$ cat src/rtl/seg_scan_display_pkg.sv
// rtl/seg_scan_display_pkg.sv - shared segment bit order and hex glyph table
package seg_scan_display_pkg;

    localparam int SEG_A = 0;
    localparam int SEG_B = 1;
    localparam int SEG_C = 2;
    localparam int SEG_D = 3;
    localparam int SEG_E = 4;
    localparam int SEG_F = 5;
    localparam int SEG_G = 6;

    typedef logic [SEG_G:SEG_A] seg7_t;

    // Active-high glyphs for 0-9, A, b, C, d, E, F
    localparam seg7_t GLYPH_TABLE [16] = '{
        7'h3F, 7'h06, 7'h5B, 7'h4F, 7'h66, 7'h6D, 7'h7D, 7'h07,
        7'h7F, 7'h6F, 7'h77, 7'h7C, 7'h39, 7'h5E, 7'h79, 7'h71
    };

endpackage

$ cat src/rtl/seg_scan_display_hex_to_seg7.sv
// rtl/seg_scan_display_hex_to_seg7.sv - combinational nibble to active-high glyph decoder
module hex_to_seg7
    import seg_scan_display_pkg::*;
(
    input  logic [3:0] nibble,
    output seg7_t      seg
);

    always_comb begin
        seg = GLYPH_TABLE[nibble];
    end

endmodule

$ cat src/rtl/seg_scan_display.sv
// rtl/seg_scan_display.sv - multiplexed hex display scanner with frame-synchronous update and PWM dimming
module seg_scan_display
    import seg_scan_display_pkg::*;
#(
    parameter int NUM_DIGITS     = 4,
    parameter int CLOCK_DIVISOR  = 800,
    parameter int BRIGHT_BITS    = 3,
    parameter int SEG_ACTIVE_LOW = 1,
    parameter int AN_ACTIVE_LOW  = 1
) (
    input  logic                    clk,
    input  logic                    rst,
    input  logic [4*NUM_DIGITS-1:0] data,
    input  logic [NUM_DIGITS-1:0]   dp_in,
    input  logic [NUM_DIGITS-1:0]   blank,
    input  logic                    load,
    input  logic                    lz_suppress,
    input  logic [BRIGHT_BITS-1:0]  brightness,
    output logic [6:0]              segments,
    output logic                    dp_out,
    output logic [NUM_DIGITS-1:0]   anodes,
    output logic                    busy,
    output logic                    frame_done
);

    localparam int DW = $clog2(CLOCK_DIVISOR);
    localparam int IW = (NUM_DIGITS > 1) ? $clog2(NUM_DIGITS) : 1;
    localparam int PW = DW + BRIGHT_BITS + 1;

    localparam logic [DW-1:0]         DIV_LAST = DW'(CLOCK_DIVISOR - 1);
    localparam logic [IW-1:0]         IDX_LAST = IW'(NUM_DIGITS - 1);
    localparam logic [6:0]            SEG_OFF  = (SEG_ACTIVE_LOW != 0) ? 7'h7F : 7'h00;
    localparam logic                  DP_OFF   = (SEG_ACTIVE_LOW != 0);
    localparam logic [NUM_DIGITS-1:0] AN_OFF   = (AN_ACTIVE_LOW != 0) ? '1 : '0;

    logic [DW-1:0]           div_q, div_d;
    logic [IW-1:0]           idx_q, idx_d;
    logic [4*NUM_DIGITS-1:0] pend_data_q, pend_data_d, act_data_q, act_data_d;
    logic [NUM_DIGITS-1:0]   pend_dp_q, pend_dp_d, act_dp_q, act_dp_d;
    logic [NUM_DIGITS-1:0]   pend_blank_q, pend_blank_d, act_blank_q, act_blank_d;
    logic                    busy_q, busy_d;
    logic                    frame_done_q, frame_done_d;
    logic [6:0]              seg_q, seg_d;
    logic                    dp_q, dp_d;
    logic [NUM_DIGITS-1:0]   an_q, an_d;

    logic                    term_cnt, boundary;
    logic [3:0]              cur_nib;
    logic                    cur_dp, cur_blank, cur_zero_run, all_zero;
    seg7_t                   cur_glyph;
    logic                    suppress, pwm_on;
    logic [6:0]              seg_on;
    logic [NUM_DIGITS-1:0]   an_on;

    always_ff @(posedge clk or posedge rst) begin
        if (rst) begin
            div_q        <= '0;
            idx_q        <= '0;
            pend_data_q  <= '0;
            pend_dp_q    <= '0;
            pend_blank_q <= '0;
            act_data_q   <= '0;
            act_dp_q     <= '0;
            act_blank_q  <= '0;
            busy_q       <= 1'b0;
            frame_done_q <= 1'b0;
            seg_q        <= SEG_OFF;
            dp_q         <= DP_OFF;
            an_q         <= AN_OFF;
        end else begin
            div_q        <= div_d;
            idx_q        <= idx_d;
            pend_data_q  <= pend_data_d;
            pend_dp_q    <= pend_dp_d;
            pend_blank_q <= pend_blank_d;
            act_data_q   <= act_data_d;
            act_dp_q     <= act_dp_d;
            act_blank_q  <= act_blank_d;
            busy_q       <= busy_d;
            frame_done_q <= frame_done_d;
            seg_q        <= seg_d;
            dp_q         <= dp_d;
            an_q         <= an_d;
        end
    end

    always_comb begin
        term_cnt = (div_q == DIV_LAST);
        boundary = term_cnt && (idx_q == IDX_LAST);
        div_d    = term_cnt ? '0 : div_q + DW'(1);
        idx_d    = idx_q;
        if (term_cnt) begin
            idx_d = (idx_q == IDX_LAST) ? '0 : idx_q + IW'(1);
        end
        // Look one cycle ahead so the registered pulse lands on the boundary cycle itself
        frame_done_d = (div_d == DIV_LAST) && (idx_d == IDX_LAST);

        pend_data_d  = pend_data_q;
        pend_dp_d    = pend_dp_q;
        pend_blank_d = pend_blank_q;
        act_data_d   = act_data_q;
        act_dp_d     = act_dp_q;
        act_blank_d  = act_blank_q;
        busy_d       = busy_q;
        if (boundary && busy_q) begin
            act_data_d  = pend_data_q;
            act_dp_d    = pend_dp_q;
            act_blank_d = pend_blank_q;
            busy_d      = 1'b0;
        end
        if (load) begin
            pend_data_d  = data;
            pend_dp_d    = dp_in;
            pend_blank_d = blank;
            busy_d       = 1'b1;
        end
    end

    // all_zero accumulates from the top digit down, so it marks a leading-zero run
    always_comb begin
        cur_nib      = '0;
        cur_dp       = 1'b0;
        cur_blank    = 1'b0;
        cur_zero_run = 1'b0;
        all_zero     = 1'b1;
        for (int i = NUM_DIGITS - 1; i >= 0; i--) begin
            all_zero = all_zero && (act_data_q[4*i +: 4] == 4'h0);
            if (idx_q == IW'(i)) begin
                cur_nib      = act_data_q[4*i +: 4];
                cur_dp       = act_dp_q[i];
                cur_blank    = act_blank_q[i];
                cur_zero_run = all_zero;
            end
        end
    end

    hex_to_seg7 u_hex_to_seg7 (
        .nibble (cur_nib),
        .seg    (cur_glyph)
    );

    always_comb begin
        suppress = lz_suppress && (idx_q != '0) && cur_zero_run;
        pwm_on   = (PW'({div_q, {BRIGHT_BITS{1'b0}}}) <
                    (PW'(brightness) + PW'(1)) * PW'(CLOCK_DIVISOR));
        seg_on   = suppress ? 7'h00 : cur_glyph;
        an_on    = '0;
        for (int i = 0; i < NUM_DIGITS; i++) begin
            if ((idx_q == IW'(i)) && !cur_blank && pwm_on) begin
                an_on[i] = 1'b1;
            end
        end
        seg_d = (SEG_ACTIVE_LOW != 0) ? ~seg_on : seg_on;
        dp_d  = (SEG_ACTIVE_LOW != 0) ? ~cur_dp : cur_dp;
        an_d  = (AN_ACTIVE_LOW != 0) ? ~an_on : an_on;
    end

    assign segments   = seg_q;
    assign dp_out     = dp_q;
    assign anodes     = an_q;
    assign busy       = busy_q;
    assign frame_done = frame_done_q;

endmodule
$ cat config.mk
export PLATFORM = sky130hd
export DESIGN_NAME = seg_scan_display
export DESIGN_NICKNAME = d
export VERILOG_FILES = /design/src/rtl/seg_scan_display_pkg.sv /design/src/rtl/seg_scan_display_hex_to_seg7.sv /design/src/rtl/seg_scan_display.sv
export SDC_FILE = /design/constraint.sdc
export NUM_CORES = 1
export LEC_CHECK = 0
export CAP_MARGIN = 10
export CORE_ASPECT_RATIO = 1.1
export CORE_MARGIN = 3
export CORE_UTILIZATION = 38
export DETAILED_ROUTE_END_ITERATION = 6
export PLACE_DENSITY = 0.66
export SYNTH_ARGS = -nofsm -noshare
export SYNTH_HDL_FRONTEND = slang
export SYNTH_HIERARCHICAL = 1
export SYNTH_SLANG_ARGS = --single-unit
$ cat constraint.sdc
create_clock -name clk -period 7.6 [get_ports clk]
set_clock_uncertainty 0.05 [all_clocks]
set_input_delay 1.14 -clock clk [delete_from_list [all_inputs] [get_ports clk]]
set_output_delay 1.14 -clock clk [all_outputs]
set_load 0.1 [all_outputs]
* Word-level counts from Yosys, hierarchy flattened
Memories as Yosys holds them, arrays and structs flattened.
Index checks and enable logic that the tools add are counted.
** Storage, ports and cells
- Register bits :: 74
- Memory bits (read-only) :: 112
- Memories kept :: 1
** Operators by class
- Add/sub/neg operators :: 3
- $mul :: 1
- Magnitude comparators :: 2
- Equal/unequal tests :: 6
- Mux-type cells :: 28
- Bitwise gates (word level) :: 4
- Reduce and logical (&&, ||, !) cells :: 24
** Memory list
- (name not given) :: words 16, bits a word 7, read ports 1, clocked after Yosys merged registers in 0, write ports 0, line seg_scan_display_hex_to_seg7.sv:10 : seg = GLYPH_TABLE[nibble];
** Operators by type and width (count)
- 2-to-1 mux 7 bit :: 3
- == test 10 bit (second input constant) :: 2
- 2-to-1 mux 1 bit :: 18
- logical AND 1 bit :: 16
- logical NOT 4 bit :: 4
- 2-to-1 mux 4 bit :: 4
- < comparator 13 x 14 -> 1 bit :: 1
- adder 10 x 1 -> 10 bit (second input constant) :: 1
- 2-to-1 mux 10 bit :: 1
- multiplier 4 x 5 -> 9 bit (second input constant) :: 1
- NOT 7 bit :: 1
- == test 2 bit (second input constant) :: 3
- greater-or-equal comparator 5 bit (second input constant) :: 1
- NOT 4 -> 5 bit :: 1
- adder 3 x 1 -> 4 bit (second input constant) :: 1
- 2-to-1 mux 2 bit :: 2
- NOT 4 bit :: 1
- nonzero test 2 bit :: 2
- adder 2 x 1 -> 2 bit (second input constant) :: 1
- == test 2 x 1 -> 1 bit (second input constant) :: 1
- logical NOT 2 bit :: 1
- logical NOT 1 bit :: 1
- NOT 1 bit :: 1

* Depth between registers and ports, before layout
- Depth in word-level cells :: 11
- Mapped depth :: 13
- Gate-level depth less buffers :: 13

* Cells and area by module
The synthesis kept the hierarchy.
** By module, submodules not included
- seg_scan_display :: instances 1, cells each 289, area each 3604.7 µm²
- hex_to_seg7 :: instances 1, cells each 33, area each 290.3 µm²

* Worst setup path before layout
No wires, ideal clock.
- Kind :: in2reg
- From :: input brightness[0]
- To :: register an_q[2] (netlist: anodes[2])
- Library setup time :: 0.089 ns
- Arrival time :: 3.423 ns
- Data required time :: 7.461 ns
- Path slack :: 4.038 ns
- Stages :: 11
- Cells stage by stage :: ha_1 -> xor2_1 -> ha_1 -> fa_1 -> xnor2_1 -> ha_1 -> a21oi_1 -> o22ai_1 -> o31ai_1 -> and3_1 -> nand2_1
** Between the ends
- Longest elaborated chain between the ends :: 6
** Ends and longest elaborated chain
- from (decl) :: line seg_scan_display.sv:18 : input logic [BRIGHT_BITS-1:0] brightness,
- adder 3 x 1 -> 4 bit :: line seg_scan_display.sv:145 : (PW'(brightness) + PW'(1)) * PW'(CLOCK_DIVISOR));
- multiplier 4 x 5 -> 9 bit :: line seg_scan_display.sv:145
- < comparator 13 x 14 -> 1 bit :: line seg_scan_display.sv:144 : pwm_on = (PW'({div_q, {BRIGHT_BITS{1'b0}}}) <
- logical AND 1 bit :: line seg_scan_display.sv:149 : if ((idx_q == IW'(i)) && !cur_blank && pwm_on) begin
- 2-to-1 mux 1 bit :: line seg_scan_display.sv:149
- NOT 4 bit :: line seg_scan_display.sv:155 : an_d = (AN_ACTIVE_LOW != 0) ? ~an_on : an_on;
- named net an_d[2] :: line seg_scan_display.sv:45 : logic [NUM_DIGITS-1:0] an_q, an_d;
- to (signal assigned) :: line seg_scan_display.sv:83 : an_q <= an_d;
- to (decl) :: line seg_scan_display.sv:45
The timed path passes the listed nets, and every way through them passes these cells.
A chain may end at the register's enable or synchronous reset.

* Worst setup path after layout
- From :: input brightness[1]
- To :: register an_q[2] (netlist: anodes[2])
The elaborated chain is that of the path after synthesis.

==> reports/metrics.csv <==
stage,metric,value,unit
clocking,cts_root_buf,clkbuf_8,
worst_setup_path,critPathArrivalTime,4.27,ns
timing,rsz0062_at_grt,false,
run,maxCapViolations,0,
clocking,tritoncts,done,
worst_setup_path,critPathMaxStageDelay,0.54,ns
clocking,cts_sinks,74,
power_and_ir_drop,power,779,µW
synthesis,postSynth.asyncResetShare,100,%
power_and_ir_drop,p_per_area,170,mW/mm²
hold_path,hold_depth,1,
timing,hold_violations,0,
worst_setup_path,path_max_fanout,5,
place,post_dp_cell_area,0.00440,mm²
timing,slew_headroom,35.2,%
global_routing,use_met3,3.48,%
timing,period_share,53.4,%
worst_setup_path,path_depth,12,
power_and_ir_drop,pwr-share-seq,53.3,%
global_routing,antenna_found_initial,0,
worst_setup_path,worstPathCellList,"clkdlybuf4s50_1, ha_1, xor2_1, ha_1, fa_1, xnor2_1, ha_1, a21oi_1, o22ai_1, o31ai_1, and3_1, nand2_1",
global_routing,gr-usage-met2,22.9,%
power_and_ir_drop,netSwitchingFraction,23.0,%
worst_setup_path,endpoint_kind,flip-flop,
place,gp_congestion,0.791,
place,hpwl,5250,µm
detailed_routing,viasPerCell,5.09,
detailed_routing,dr.pass1.iters,4,
global_routing,grt_pass1_wl,12600,µm
worst_setup_path,crit_path_top_delay_cell,clkdlybuf4s50_1,
die,die_h,112,µm
clocking,cts.clk_slew.worst_paths,0.07,ns
synthesis,synthFlopType,dfrtp_1,
clocking,cts_resized,0,
die,fp.dieW,103,µm
synthesis,synth.distinct_cells,53,
power_and_ir_drop,intPower,600,µW
worst_setup_path,cpMostUsedCell,ha_1,
synthesis,synth-edff-count,0,
place,port_buffers,44,
timing,fin_tns_setup,0,ns
synthesis,syn-num-nets,382,
clocking,clockBufferDepth,2,
detailed_routing,wire_per_inst,15.0,µm
layout,syn2layout_area_growth,18.0,%
synthesis,ys_warn_count,6,
synthesis,ys_seq_area_share,47.9,%
layout,final_area,0.00460,mm²
worst_setup_path,critical_path_class,in2reg,
global_routing,grt_util_met1,17.4,%
layout,antennaDiodeCount,0,
synthesis,netlist_area,0.00389,mm²
clocking,postCtsSetupBuffers,0,
power_and_ir_drop,pwr-share-comb,9.4,%
die,rows,38,
clocking,insertion_delay,0.35,ns
global_routing,grt-ovfl-total,0,
die,pin_count,45,
clocking,numCtsBuffers,9,
synthesis,syn_area_per_cell,12.1,µm²
power_and_ir_drop,vdd_drop_max,0.103,mV
hold_path,hold_path_class,reg2reg,
worst_setup_path,crit_required,7.81,ns
layout,drive_above_1_share,23.7,%
global_routing,grt_pass1_vias,2674,
timing,worst_pin_slew,0.969,ns
layout,nets,427,
die,die_area,0.0115,mm²
power_and_ir_drop,clkPwrFrac,37.3,%
power_and_ir_drop,p_leak,0.00205,µW
detailed_routing,antenna_left,0,
die,coreArea,0.00994,mm²
global_routing,grt_max_degree,75,
global_routing,top_usage_layer,met2,
timing,slew_violations,0,
timing,setup_ws,3.54,ns
detailed_routing,finalWirelength,7360,µm
timing,fmaxAchievable,0.246,GHz
synthesis,ys_ff_latch,74,
detailed_routing,drtIter0Drc,86,
clocking,hold_buffers,0,
timing,hold_ws,0.372,ns
status,outcome,completed,
place,pre_cts_ws,3.15,ns
timing,fin_crit,4.06,ns
detailed_routing,post-route-drc-count,0,
synthesis,netlist_instances,322,
worst_setup_path,crit_family,adder cells,
global_routing,track_usage,13.8,%
clocking,htreeDepth,3,
power_and_ir_drop,p_sw,179,µW
worst_setup_path,path_buf_inv,1,
timing,setup_viol,0,
detailed_routing,vias,2506,
worst_setup_path,start_kind,primary input,
worst_setup_path,ff2ff_path_depth,10,
die,start_util,39.2,%
[cell usage after synthesis (all sizes together), types with 2 or more instances]
library cell | count | area, µm²
and3 | 3 | 23.8
xor2 | 9 | 78.8
o21ai | 11 | 55.1
inv | 19 | 71.3
nor3 | 7 | 46.3
nand3b | 6 | 45.0
o22ai | 2 | 12.5
dfstp | 12 | 315
buf | 6 | 81.3
mux2 | 50 | 634
dfrtp | 62 | 1550
nand2 | 27 | 101
o31ai | 3 | 22.5
clkbuf | 8 | 31.3
xnor2 | 3 | 26.3
mux2i | 2 | 20.0
nand2b | 2 | 12.5
o2111ai | 2 | 17.5
nand4 | 2 | 18.8
nor2b | 3 | 18.8
nor2 | 10 | 37.5
a221oi | 2 | 17.5
a21oi | 17 | 85.1
nand3 | 5 | 25.0
ha | 28 | 350
[flip-flops by register name, summed over array words and instances (netlist names)]
register      count
act_dp_q          4
segments          7
pend_dp_q         4
pend_blank_q      4
pend_data_q      16
busy              1
anodes            4
act_data_q       16
dp_out            1
act_blank_q       4
idx_q             2
frame_done        1
div_q            10
[worst register-to-register path: stages, from the launching register on]
cell and delay [ns]:
dfrtp_1 0.40, inv_1 0.10, ha_1 0.36, nand3b_1 0.24
a21oi_1 0.19, a21oi_1 0.05, o21ai_0 0.48, inv_1 0.20
ha_1 0.35, mux4_1 0.49, nand2_1 0.07
[area by class of cell]
class / count / area, µm²
Clock buffer: 14 / 183
Clock inverter: 2 / 10.0
Fill cell: 930 / 5340
Inverter: 19 / 71.3
Multi-Input combinational cell: 215 / 1840
Sequential cell: 74 / 1870
Tap cell: 120 / 150
Timing Repair Buffer: 48 / 470
[metal layers]
metal | wire [µm] | share of wire (%)
met2 | 3730 | 51
met1 | 3240 | 44
met4 | 114 | 1.5
met3 | 276 | 3.7
met5 | 0 | 0
[kinds of logic (layout without fill, tap and decap cells)]
logic type / count (synthesis) / count (layout) / share of synthesized area, %
AOI/OAI and AO/OA: 47 / 47 / 7.49
other: 1 / 1 / 0.0963
xor gates and xnor gates: 12 / 12 / 2.70
muxes: 53 / 53 / 17.5
DFF: 74 / 74 / 47.9
adders and majority gates: 29 / 29 / 9.51
and+or+nand+nor: 73 / 73 / 10.1
buffers and inverters: 33 / 83 / 4.72
[placed cells by master (no fill, tap or decap), types with 2 or more instances in the layout]
cell,netlist,final
dfrtp_1,62,62
inv_1,19,18
nand3_1,5,5
clkbuf_8,0,13
nor2b_1,3,3
mux2_2,31,31
o31ai_1,3,3
clkdlybuf4s50_1,0,44
nor2_1,10,10
mux2i_1,2,2
a21oi_1,17,17
nand2_1,27,27
o22ai_1,2,2
xnor2_1,3,3
nand3b_1,6,6
mux2_4,19,19
dfstp_2,12,12
o21ai_0,11,11
and3_1,2,2
a221oi_1,2,2
nor3_1,6,6
o2111ai_1,2,2
buf_4,0,3
ha_1,28,28
xor2_1,9,9
nand2b_1,2,2
clkinv_2,0,2
[worst paths after layout]
check	slack, ns	from	end
setup / recovery	3.54	brightness[1]	anodes[2]$_DFF_PP1_
setup reg to reg	4.56	idx_q[0]$_DFF_PP0_	segments[3]$_DFF_PP1_
min in group asynchronous	1.31	rst	pend_dp_q[1]$_DFFE_PP0P_
max in group asynchronous	5.56	rst	pend_dp_q[2]$_DFFE_PP0P_
hold / removal	0.37	act_dp_q[0]$_DFFE_PP0P_	dp_out$_DFF_PP1_
hold reg to reg	0.37	act_dp_q[0]$_DFFE_PP0P_	dp_out$_DFF_PP1_
[power by group through the flow]
stage / Sequential [µW] / Combinational (µW) / Clock [µW]
2_1_floorplan: 425 / 42.2 / 0
3_3_place_gp: 423 / 71.7 / 0
3_5_place_dp: 423 / 75.0 / 0
4_1_cts: 416 / 75.5 / 300
5_1_grt: 417 / 82.0 / 318
6_report: 415 / 73.3 / 290
[through the flow]
stage / utilization [%] / cells
3_3_place_gp: 44.2 / 475
3_5_place_dp: 44.2 / 475
6_report: 46.2 / 492
4_1_cts: 46.2 / 491
2_1_floorplan: - / 322
5_1_grt: 46.2 / 492
Note: power is estimated with default switching activity, not from simulation.
==> RTL edit 1: new RTL, same settings <==
`CLOCK_DIVISOR`: 800 -> 400.
--- a/src/rtl/seg_scan_display.sv
+++ b/src/rtl/seg_scan_display.sv
@@ -4,5 +4,5 @@
 #(
     parameter int NUM_DIGITS     = 4,
-    parameter int CLOCK_DIVISOR  = 800,
+    parameter int CLOCK_DIVISOR  = 400,
     parameter int BRIGHT_BITS    = 3,
     parameter int SEG_ACTIVE_LOW = 1,
Function: no difference found for any inputs over 10 cycles, from zero or initial values and one cycle with rst high; that may be too few to reach the edited logic, so the function may still have changed.
==> RTL edit 1 against the unedited design <==
- design area shrank 2.2%
- sequential cell count shrank 1
- sequential share of layout area grew 0.36 points
- total power grew 5.5%
- clock power grew 15%
- setup slack gained 0.047 ns
- wire length shrank 7.6%
- synthesized area shrank 4.0%
- critical path type unchanged
- critical endpoint is now anodes[1]
==> RTL edit 1: results (changes against the unedited design) <==
| Metric | Value |
|---|---|
| Crit path launch | `brightness[0]` |
| Largest net degree at the start of global routing | `74 (-1.3%)` |
| Internal power | `0.000628 W (+4.7%)` |
| Fraction of layout cells with a size suffix above 1 | `23.8% (+0.18 points)` |
| Top post-synthesis cells by area | `dfrtp_1, mux2_2, dfstp_2` |
| 1st-iter DRT viols | `134 (+56%)` |
| Max FO, Critical Path | `6 (+1)` |
| Final net count | `415 (-2.8%)` |
| Final GP Congestion | `0.848 (+7.2%)` |
| IR drop worst, VDD | `119 µV (+15%)` |
| Period utilization | `52.8% (-0.61 points)` |
| Met3 Wirelength | `312 µm (+13%)` |
| Data arrival, critical path | `4.20 ns (-0.07 ns)` |
| Global-route wire length before repair | `11700 µm (-7.0%)` |
| Outcome | `complete, no violations` |
| Measured slew at the worst slew-check pin | `1.11 ns (+0.142 ns)` |
| LEAKAGE | `1.99 nW (-2.7%)` |
| Via count | `2469 (-1.5%)` |
| Top cells by count, synth | `dfrtp_1, mux2_2, nand2_1` |
| Met2 WL | `3200 µm (-14%)` |
| HPWL after DPL | `4980 µm (-5.2%)` |
| Slowest stage delay, CP | `0.52 ns (-0.02 ns)` |
| Routed wire length | `6800 µm (-7.6%)` |
| Largest registers | `act_data_q (16), pend_data_q (16), div_q (9)` |
| GRT Resource Usage Total | `13.3% (-0.53 points)` |
| Yosys cell types | `50 (-5.7%)` |
==> RTL edit 1: layout make-up <==
cell class	count	area (µm²)
well taps	117	146
repair buffers	47	463
clock inverters	7	95.1
multi-input cells	214	1770
fillers	885	5000
inverters	15	56.3
clock buffers	9	124
flip-flops and latches	73	1840
==> RTL edit 1: power by group through the flow <==
| stage | clock, W | sequential (W) | combinational (W) |
|---|---|---|---|
| 4_1_cts | 0.000344 | 0.000410 | 0.0000805 |
| 5_1_grt | 0.000359 | 0.000412 | 0.0000877 |
| 2_1_floorplan | 0 | 0.000422 | 0.0000443 |
| 3_3_place_gp | 0 | 0.000418 | 0.0000762 |
| 6_report | 0.000333 | 0.000410 | 0.0000786 |
| 3_5_place_dp | 0 | 0.000418 | 0.0000799 |
==> RTL edit 1: routing by layer <==
metal / GRT usage (%) / up-vias
met2: 20.9 / 48
met3: 3.46 / 9
met4: 4.33 / 0
li1: - / 1211
met5: 0 / -
met1: 18.0 / 1201
==> RTL edit 1: cell families (layout without fill, tap and decap cells) <==
family	Yosys count	after routing	synth area share, %
and+or+nand+nor	74	74	10.6
DFF	73	73	49.2
muxes	55	55	17.0
AOI/OAI and AO/OA	49	49	8.60
buffers and inverters	28	78	3.51
adders and majority gates	24	24	8.03
xor gates and xnor gates	11	11	2.98
other	1	1	0.100
==> RTL edit 1: worst min path at each step <==
stage	end	slack, ns	depth (start not counted)
2_1_floorplan	dp_out	0.33	1
5_1_grt	dp_out	0.40	1
6_report	dp_out	0.36	1
3_5_place_dp	dp_out	0.35	1
4_1_cts	dp_out	0.36	1
3_3_place_gp	dp_out	0.35	1
==> RTL edit 1: stage by stage <==
stage | hold WS, ns | instances | area [µm²] | utilization (%) | power [W]
floorplan | 0.329 | 315 | 3740 | - | 0.000466
global placement | 0.347 | 466 | 4280 | 45.0 | 0.000494
detailed placement | 0.355 | 466 | 4280 | 45.0 | 0.000498
CTS | 0.364 | 482 | 4490 | 47.4 | 0.000835
global route | 0.397 | 482 | 4490 | 47.4 | 0.000859
finish | 0.365 | 482 | 4490 | 47.4 | 0.000822
==> RTL edit 1: worst register-to-register path, delay by kind of cell, from the launching register on <==
kind                       cells  cell delay, ns
buffers and inverters          2            0.32
adders and majority gates      2            0.69
and+or+nand+nor                2            0.30
DFF                            1            0.40
AOI/OAI and AO/OA              3            0.74
muxes                          1            0.49
==> RTL edit 2: new RTL, same flow settings <==
Made on the original files. The output `frame_done` loses its register stage (`frame_done_q` becomes a continuous assignment).
--- a/src/rtl/seg_scan_display.sv
+++ b/src/rtl/seg_scan_display.sv
@@ -64,5 +64,4 @@
             act_blank_q  <= '0;
             busy_q       <= 1'b0;
-            frame_done_q <= 1'b0;
             seg_q        <= SEG_OFF;
             dp_q         <= DP_OFF;
@@ -78,5 +77,4 @@
             act_blank_q  <= act_blank_d;
             busy_q       <= busy_d;
-            frame_done_q <= frame_done_d;
             seg_q        <= seg_d;
             dp_q         <= dp_d;
@@ -84,4 +82,6 @@
         end
     end
+
+    assign frame_done_q = frame_done_d;
 
     always_comb begin
Function: no difference found for any inputs over 10 cycles, from zero or initial values and one cycle with rst high; that may be too few to reach the edited logic, so the function may still have changed.
==> RTL edit 2 against the unedited design <==
- critical path depth is 5 lower
- synthesized cell count decreased by 0.31%
- design area decreased by 0.44%
- count of clock-buffer cells in the layout fell by 5
- setup slack worse by 0.37 ns
- synthesized area fell by 0.64%
- wire length down 5.0%
- die area down 0.61%
- total power about the same
- sequential cell count shrank 1
- first-iteration DRC count is 27% lower
- non-clock buffer count is the same
==> RTL edit 2: results (changes against the unedited design) <==
| Metric | Value |
|---|---|
| IR drop worst, VDD | `98.9 µV (-4.1%)` |
| Top cells by count, synth | `dfrtp_1, mux2_2, ha_1` |
| Vias in the first global route | `2580 (-3.5%)` |
| Outcome | `complete, no violations` |
| FFs w/ async S/R, synth | `100% (unchanged)` |
| Final net count | `426 (-0.23%)` |
| Syn Nets | `381 (-0.26%)` |
| Fillers | `923 (-0.75%)` |
| Top_reg_cell synth | `dfrtp_1` |
| Measured slew at the worst slew-check pin | `0.977 ns (+0.00834 ns)` |
| 1st-iter DRT viols | `63 (-27%)` |
| Max FO, Critical Path | `10 (+5)` |
| Postcts setup bufs | `0 (unchanged)` |
| Data arrival, critical path | `3.24 ns (-1.03 ns)` |
| Global-route wire length before repair | `12000 µm (-4.8%)` |
| Largest net degree at the start of global routing | `74 (-1.3%)` |
| Seq/Total Area, Yosys | `47.6% (-0.34 points)` |
| Fraction of layout cells with a size suffix above 1 | `23.8% (+0.13 points)` |
| Max cap viols | `0 (unchanged)` |
| Synth warn | `6 (unchanged)` |
| Final GP Congestion | `0.782 (-1.1%)` |
| Commonest non-fill, non-tap cell in the layout | `dfrtp_1` |
| Psw | `0.000187 W (+4.0%)` |
| DR WL/cell | `14.3 µm (-4.7%)` |
| Antenna violations before repair | `0 (unchanged)` |
| HPWL after DPL | `5080 µm (-3.1%)` |
| GRT Resource Usage Total | `13.2% (-0.65 points)` |
| Antenna diodes | `0 (unchanged)` |
| Via count | `2440 (-2.6%)` |
| Top post-synthesis cells by area | `dfrtp_1, ha_1, mux2_2` |
| LEAKAGE | `2.03 nW (-0.85%)` |
==> RTL edit 2: cell count changes after synthesis, sizes merged <==
| cell | delta |
|---|---|
| dfrtp | -1 |
==> RTL edit 2: layer usage <==
layer / vias up / global-route usage [%] / wire length [µm]
li1: 1208 / - / -
met1: 1179 / 17.0 / 3180
met2: 47 / 21.5 / 3470
met3: 6 / 4.57 / 275
met4: 0 / 2.62 / 58
met5: - / 0 / 0
==> RTL edit 2: logic make-up (layout without fill, tap and decap cells) <==
| family | count (synthesis) | in the layout | share of synthesized area [%] |
|---|---|---|---|
| muxes | 53 | 53 | 17.6 |
| other | 1 | 1 | 0.0969 |
| AOI/OAI and AO/OA | 47 | 47 | 7.53 |
| DFF | 73 | 73 | 47.6 |
| xor gates and xnor gates | 12 | 12 | 2.72 |
| adders and majority gates | 29 | 29 | 9.57 |
| buffers and inverters | 33 | 82 | 4.75 |
| and+or+nand+nor | 73 | 73 | 10.2 |
==> RTL edit 2: through the flow <==
stage	util, %	instances	worst slack [ns]	instance area (µm²)
2_1_floorplan	-	321	2.90	3870
3_3_place_gp	44.1	473	3.24	4360
3_5_place_dp	44.1	473	3.10	4360
4_1_cts	46.1	488	3.13	4560
5_1_grt	46.3	490	2.86	4580
6_report	46.3	490	3.17	4580
==> RTL edit 2: power by group through the flow <==
stage	sequential [W]	clock [W]	combinational, W
after global placement	0.000417	0	0.0000716
after global routing	0.000412	0.000326	0.0000819
after CTS	0.000410	0.000305	0.0000750
after floorplan	0.000419	0	0.0000421
final	0.000410	0.000296	0.0000732
after detailed placement	0.000418	0	0.0000747
==> RTL edit 2: worst paths after layout <==
check | cells past startpoint | end | startpoint | slack [ns]
max reg2reg | 10 | segments[3] | idx_q[0] | 4.61
min | 1 | dp_out | act_dp_q[0] | 0.37
max in group asynchronous | 3 | pend_blank_q[3] | rst | 5.59
min in group asynchronous | 3 | pend_data_q[10] | rst | 1.32
max | 7 | frame_done | div_q[0] | 3.17
min reg2reg | 1 | dp_out | act_dp_q[0] | 0.37
==> RTL edit 2: final cells by class <==
type	instances	area (µm²)	share of cell area, %
clock buffers	9	124	2.71
well taps	120	150	3.28
repair buffers	48	475	10.4
inverters	19	71.3	1.56
clock inverters	6	68.8	1.50
multi-input cells	215	1840	40.3
flip-flops and latches	73	1840	40.3
==> RTL edit 2: worst max-delay path, stage by stage (launching register included) <==
cell and delay, ns:
dfrtp_1 0.44, ha_1 0.32, nand4_2 0.21, nor3_4 0.44, o21ai_0 0.15, a21boi_0 0.26, nor3b_1 0.10, clkdlybuf4s50_1 0.98
